==> src/rtl/trng_seq_ctrl.sv <==
`default_nettype none
// +----------------------------------------------------------------------------+
// | Module      : trng_seq_ctrl                                                |
// | Description : Ring-oscillator TRNG sequencer: warm-up, key collection,     |
// |               repetition-count health test, valid/ready key delivery.      |
// |               Optional von Neumann corrector under `TRNG_DEBIAS_EN.        |
// | Revision    : 1.0  initial release                                         |
// +----------------------------------------------------------------------------+
module trng_seq_ctrl #(
    parameter int WARMUP_CYC = 64,
    parameter int KEY_W      = 4,
    parameter int REP_LIMIT  = 8
) (
    input  logic             clk,
    input  logic             rst_n,
    input  logic             req,
    input  logic             raw_bit,
    output logic             ring_en,
    output logic             sample_pulse,
    output logic [KEY_W-1:0] key_out,
    output logic             key_valid,
    input  logic             key_ready,
    output logic             busy,
    output logic             health_fail,
    input  logic             fail_clr
);

    localparam logic [2:0] c_ST_IDLE    = 3'd0;
    localparam logic [2:0] c_ST_WARMUP  = 3'd1;
    localparam logic [2:0] c_ST_COLLECT = 3'd2;
    localparam logic [2:0] c_ST_HOLD    = 3'd3;
    localparam logic [2:0] c_ST_FAIL    = 3'd4;

    localparam int c_WARM_W = (WARMUP_CYC > 1) ? $clog2(WARMUP_CYC) : 1;
    localparam int c_RUN_W  = $clog2(REP_LIMIT + 1);

    localparam logic [c_WARM_W-1:0] c_WARM_LAST = c_WARM_W'(WARMUP_CYC - 1);
    localparam logic [4:0]          c_BIT_LAST  = 5'(KEY_W - 1);
    localparam logic [c_RUN_W-1:0]  c_RUN_LIMIT = c_RUN_W'(REP_LIMIT);
    localparam logic [c_RUN_W-1:0]  c_RUN_ONE   = c_RUN_W'(1);

    logic [2:0]          r_state;
    logic [KEY_W-1:0]    r_shift;
    logic [c_WARM_W-1:0] r_warm_cnt;
    logic [4:0]          r_bit_cnt;
    logic [c_RUN_W-1:0]  r_run;
    logic                r_last_bit;

    logic [c_RUN_W-1:0]  w_run_next;
    logic                w_rep_trip;
    logic                w_emit;
    logic                w_emit_bit;
    logic                w_key_done;
    logic [KEY_W-1:0]    w_word;

    // A zero run length means no raw bit has been seen since IDLE.
    always_comb begin
        w_run_next = c_RUN_ONE;
        if ((r_run != '0) && (raw_bit == r_last_bit)) begin
            w_run_next = (r_run == c_RUN_LIMIT) ? r_run : r_run + 1'b1;
        end
        w_rep_trip = (w_run_next == c_RUN_LIMIT);
    end

`ifdef TRNG_DEBIAS_EN
    logic r_pair_half;
    logic r_pair_first;

    assign w_emit     = r_pair_half && (raw_bit != r_pair_first);
    assign w_emit_bit = r_pair_first;

    // Pairing restarts whenever collection stops, so a half pair never leaks into the next key.
    always_ff @(posedge clk or posedge rst_n) begin
        if (rst_n) begin
            r_pair_half  <= 1'b0;
            r_pair_first <= 1'b0;
        end else if ((r_state == c_ST_COLLECT) && !w_rep_trip && !w_key_done) begin
            r_pair_half <= ~r_pair_half;
            if (!r_pair_half) begin
                r_pair_first <= raw_bit;
            end
        end else begin
            r_pair_half <= 1'b0;
        end
    end
`else
    assign w_emit     = 1'b1;
    assign w_emit_bit = raw_bit;
`endif

    assign w_key_done = w_emit && (r_bit_cnt == c_BIT_LAST);

    generate
        if (KEY_W == 1) begin : g_word_single
            assign w_word = w_emit_bit;
        end else begin : g_word_shift
            assign w_word = {r_shift[KEY_W-2:0], w_emit_bit};
        end
    endgenerate

    always_ff @(posedge clk or posedge rst_n) begin
        if (rst_n) begin
            r_state      <= c_ST_IDLE;
            r_shift      <= '0;
            r_warm_cnt   <= '0;
            r_bit_cnt    <= '0;
            r_run        <= '0;
            r_last_bit   <= 1'b0;
            ring_en      <= 1'b0;
            sample_pulse <= 1'b0;
            key_out      <= '0;
            key_valid    <= 1'b0;
            busy         <= 1'b0;
            health_fail  <= 1'b0;
        end else begin
            sample_pulse <= 1'b0;
            case (r_state)
                c_ST_IDLE: begin
                    r_run     <= '0;
                    r_bit_cnt <= '0;
                    if (req) begin
                        r_state    <= c_ST_WARMUP;
                        r_warm_cnt <= '0;
                        ring_en    <= 1'b1;
                        busy       <= 1'b1;
                    end
                end
                c_ST_WARMUP: begin
                    if (!req) begin
                        r_state <= c_ST_IDLE;
                        ring_en <= 1'b0;
                        busy    <= 1'b0;
                    end else if (r_warm_cnt == c_WARM_LAST) begin
                        r_state   <= c_ST_COLLECT;
                        r_bit_cnt <= '0;
                    end else begin
                        r_warm_cnt <= r_warm_cnt + 1'b1;
                    end
                end
                c_ST_COLLECT: begin
                    r_run      <= w_run_next;
                    r_last_bit <= raw_bit;
                    if (w_rep_trip) begin
                        r_state     <= c_ST_FAIL;
                        r_shift     <= '0;
                        r_bit_cnt   <= '0;
                        ring_en     <= 1'b0;
                        key_valid   <= 1'b0;
                        health_fail <= 1'b1;
                    end else if (w_emit) begin
                        r_shift <= w_word;
                        if (w_key_done) begin
                            r_state      <= c_ST_HOLD;
                            r_bit_cnt    <= '0;
                            key_out      <= w_word;
                            key_valid    <= 1'b1;
                            sample_pulse <= 1'b1;
                        end else begin
                            r_bit_cnt <= r_bit_cnt + 1'b1;
                        end
                    end
                end
                c_ST_HOLD: begin
                    if (key_ready) begin
                        key_valid <= 1'b0;
                        if (req) begin
                            r_state <= c_ST_COLLECT;
                        end else begin
                            r_state <= c_ST_IDLE;
                            ring_en <= 1'b0;
                            busy    <= 1'b0;
                        end
                    end
                end
                c_ST_FAIL: begin
                    if (fail_clr) begin
                        r_state     <= c_ST_IDLE;
                        health_fail <= 1'b0;
                        busy        <= 1'b0;
                    end
                end
                default: begin
                    r_state   <= c_ST_IDLE;
                    ring_en   <= 1'b0;
                    key_valid <= 1'b0;
                    busy      <= 1'b0;
                end
            endcase
        end
    end

endmodule
`default_nettype wire

==> config.mk <==
export PLATFORM = sky130hd
export DESIGN_NAME = trng_seq_ctrl
export DESIGN_NICKNAME = d
export VERILOG_FILES = /design/src/rtl/trng_seq_ctrl.sv
export SDC_FILE = /design/constraint.sdc
export NUM_CORES = 1
export LEC_CHECK = 0
export CAP_MARGIN = 0
export CORE_MARGIN = 10
export CORE_UTILIZATION = 50
export CTS_BUF_LIST = sky130_fd_sc_hd__clkbuf_2
export DETAILED_ROUTE_END_ITERATION = 10
export GPL_TIMING_DRIVEN = 0
export PLACE_DENSITY = 0.71
export SYNTH_ARGS = -nofsm -noshare
export SYNTH_HDL_FRONTEND = slang
export SYNTH_SLANG_ARGS = --single-unit
==> constraint.sdc <==
create_clock -name clk -period 2.65 [get_ports clk]
set_clock_uncertainty 0.1 [all_clocks]
set_input_delay 0.53 -clock clk [delete_from_list [all_inputs] [get_ports clk]]
set_output_delay 0.53 -clock clk [all_outputs]
set_load 0.05 [all_outputs]
==> impl_results.md <==
* Multi-input logic area at around 800 µm²
* Net Sw Power at 0.0007414 W
* Flop pwr share at roughly two fifths
* Die width at ~77 µm
* Final setup vio count at 0
* Initial drt markers at 50
* Largest stage delay, worst path at between 500 and 600 ps
* Post-synthesis register bit count at 31
* Core Area at 3078 µm²
* Area delta synth->final at 14.30%
* Share of layout cells above drive strength 1 at about an eighth
* Slew @ Worst Pin at roughly 1100 ps
* Slowest CP cell: nor4_4
* Post-route ant nets at 0
* I/O pin cnt at 15
* Crit share post-route at between 90% and 100%
* Clock Power Share at 12.9%
* Leakage power at approximately 0.83 nW
* Combinational power share at about 47%
* Global route hottest layer: met2
* Reg2Reg Depth at 7
* Pwr/cell area at ~920 nW/µm²
* Crit path DAT at around 2600 ps
* DRC at 0
* Net count, final at ~180
* Final Hold Vio Count at 0
* Post-synth top area share at ~48%
* Setup TNS Final at 0 ps
* Hold Startpoint: key_valid$_DFFE_PP0P_
* Clk buf depth at 2
* Mapped cell area at 1628 µm²
* Most frequent cells after synthesis: dfrtp_1 (31), nor2_1 (11), nand2_1 (8)
* YS warnings at 0
* Gr ovfl total at 0
* Max-cap viol count at 0
* Post-CTS setup buffer count at 0
* Fin worst setup slack at roughly 200 ps
* Die extent in y at roughly 77 µm
* M2 GR Usage at between 10% and 20%
* Inserted Clock Buffers at 5
* WP data required at between 2000 and 3000 ps
* CTS tree: built
* Worst Hold Depth at 1
* Crit-path most repeated cell: nor4_4
* Largest fanout on the critical path at 8
* First-pass GRT wire length at 5733 µm
* CP cell instances: inv_1, ha_1, nand2_1, a211o_1, nor4_4, nor4_4, mux2_4
* Vias per cell at about 5.7
* Top-count cell post-synth: dfrtp_1
* GR Util met3 at under 10%
* Worst R2R End: key_out[0]$_DFFE_PP0P_
* H-tree levels at 2
* Die ar. at roughly 5900 µm²
* Clock period minus worst slack at ~2500 ps
* Hold EP: key_valid$_DFFE_PP0P_
* Fmax at roughly 0.41 GHz
* Hold_buf cts at 0
* FF+latch area at just under 800 µm²
* Outcome: finished, final reports clean
* Initial Utilization at a little over half
* Switching fraction of total power at between 40% and 50%
* Worst Hold Class: reg -> reg
* Cells after Synth at between 100 and 150
* Post-Syn Nets at 157
* Cells resized by post-CTS repair at 0
* Initial antenna violation count at 0
* Antenna Cells at 0
* CP top delay family: simple AND/OR/NAND/NOR gates
* GRT Util Overall at a little under an eighth
* Row count at 20
* Wire per inst at about 15 µm
* Setup CP Type: reg -> reg
* Final HPWL DP at 2364 µm
* Skew-Pair Late Insertion Delay at about 380 ps
* Buffers on Ports at 14
* Post-DP Area at approximately 1800 µm²
* Sequential share of the synthesized area at a little under half
* Met1 usage at between 10% and 20%
* EDFF count, synth at 0
* CP endpoint kind: flop
* Clock net sink count at 31
* Fillers at approximately 270
* Pre-antenna DRT Iters at 4
* Max VDD drop at ~430 µV
* Final hold slack at about 420 ps
* WP buf/inv at 1
* Flop2flop setup slack at 190 ps
* RSZ-0062 raised after global routing: no
* Clk slew on worst S/H paths at around 150 ps
* Pre-CTS setup slack at -78.42 ps
* Synth Area per Inst at roughly 11 µm²
* Final Max Slew Viols at 0
* Reg2Reg Launch Point: r_run[0]$_DFFE_PP0N_
* CP startpoint kind: flop
* Routed WL at between 3000 and 4000 µm
* Top FF cell, synth: dfrtp_1
* DR vias at between 1000 and 1500
* Crit. Startpoint: r_run[0]$_DFFE_PP0N_
* GPL Wtd Cong at 0.8053
* Vias in the first global route at about 1300
* Asr flop ratio synth at 100.0%
* Synth cell types at 51
* Pint at just under 0.001 W
* Max transition margin at 23.60%
* Root buf cell: clkbuf_2
* Pin count of the biggest net entering global routing at 32
* Top cell type by total area after synthesis: dfrtp_1
* Post-layout instance area at between 1500 and 2000 µm²
* Top cells by area, synth: dfrtp_1 (48%), a22o_1 (3.8%), mux2_4 (3.7%)
## power groups by stage
stage | clock network, W | logic, W | registers [W]
floorplan | 0 | 0.000497 | 0.000795
global placement | 0 | 0.000795 | 0.000684
detailed placement | 0 | 0.000810 | 0.000692
CTS | 0.000230 | 0.000815 | 0.000682
global route | 0.000248 | 0.000891 | 0.000703
finish | 0.000221 | 0.000808 | 0.000682
## cell usage in the layout (no fill, tap or decap), drive strengths merged, types with 2 or more instances in the layout
| cell | synthesis | routed |
|---|---|---|
| clkinv | 1 | 3 |
| o21ai | 6 | 6 |
| nand2b | 2 | 2 |
| clkbuf | 2 | 8 |
| ha | 4 | 4 |
| nand3 | 4 | 4 |
| nor4 | 3 | 3 |
| nand4 | 2 | 2 |
| a21o | 3 | 3 |
| or3 | 3 | 3 |
| a22o | 7 | 7 |
| a211o | 2 | 2 |
| nor2 | 12 | 12 |
| a21oi | 5 | 5 |
| xor2 | 6 | 6 |
| nor2b | 3 | 3 |
| nand2 | 9 | 9 |
| a32o | 3 | 3 |
| a31oi | 3 | 3 |
| buf | 2 | 2 |
| inv | 5 | 5 |
| clkdlybuf4s50 | 0 | 14 |
| o31ai | 2 | 2 |
| mux2 | 5 | 5 |
| dfrtp | 31 | 31 |
| nor3 | 3 | 3 |
## logic make-up (layout without fill, tap and decap cells)
family                   Yosys count  after routing  share of synthesized area, %
AO/OA/AOI/OAI                     39             39                         17.91
XOR/XNOR                           7              7                         3.766
adder cells (fa/ha/maj)            4              4                         3.075
buffers and inverters             10             32                         2.998
flip-flops                        31             31                         47.66
multiplexers                       6              6                         4.996
AND/OR/NAND/NOR                   50             50                         19.60
## cell type report
type	instances	share of cell area [%]
tap	44	2.959
buffer	4	1.412
clock inverter	2	0.4035
timing repair buffer	14	7.532
inverter	6	1.210
multi-input combinational	106	43.17
sequential	31	41.69
clock buffer	6	1.614
## through the flow
step                total power [W]  utilization, %  std cells
global placement           0.001479           59.23        205
floorplan                  0.001292               -        147
detailed placement         0.001503           59.23        205
finish                     0.001712           60.45        213
global route               0.001842           60.45        213
CTS                        0.001727           60.45        213
## routing by layer
layer	wire length, µm	share of wire, %
met1	1511	47
met2	1581	49
met3	71	2.2
met4	64	2.0
met5	0	0
## worst max path at each step
stage	end	slack, ps	cells after the start
2_1_floorplan	key_out[0]$_DFFE_PP0P_	470	6
3_3_place_gp	key_out[1]$_DFFE_PP0P_	-50	5
3_5_place_dp	key_out[0]$_DFFE_PP0P_	-80	5
4_1_cts	key_out[0]$_DFFE_PP0P_	210	7
5_1_grt	key_out[0]$_DFFE_PP0P_	80	7
6_report	key_out[0]$_DFFE_PP0P_	190	7
## worst reg2reg max path, cell delays in order, from the launching register on
cell and delay [ps]:
dfrtp_1 460, inv_1 100, ha_1 190, nand2_1 80
a211o_1 320, nor4_4 580, nor4_4 170, mux2_4 340
## flip-flops by register name, summed over array words and instances (netlist names)
| name | flops |
|---|---|
| key_valid | 1 |
| health_fail | 1 |
| r_warm_cnt | 6 |
| r_shift | 3 |
| r_run | 4 |
| busy | 1 |
| sample_pulse | 1 |
| ring_en | 1 |
| r_last_bit | 1 |
| key_out | 4 |
| r_bit_cnt | 5 |
| r_state | 3 |
Note: power is estimated with default switching activity, not from simulation.
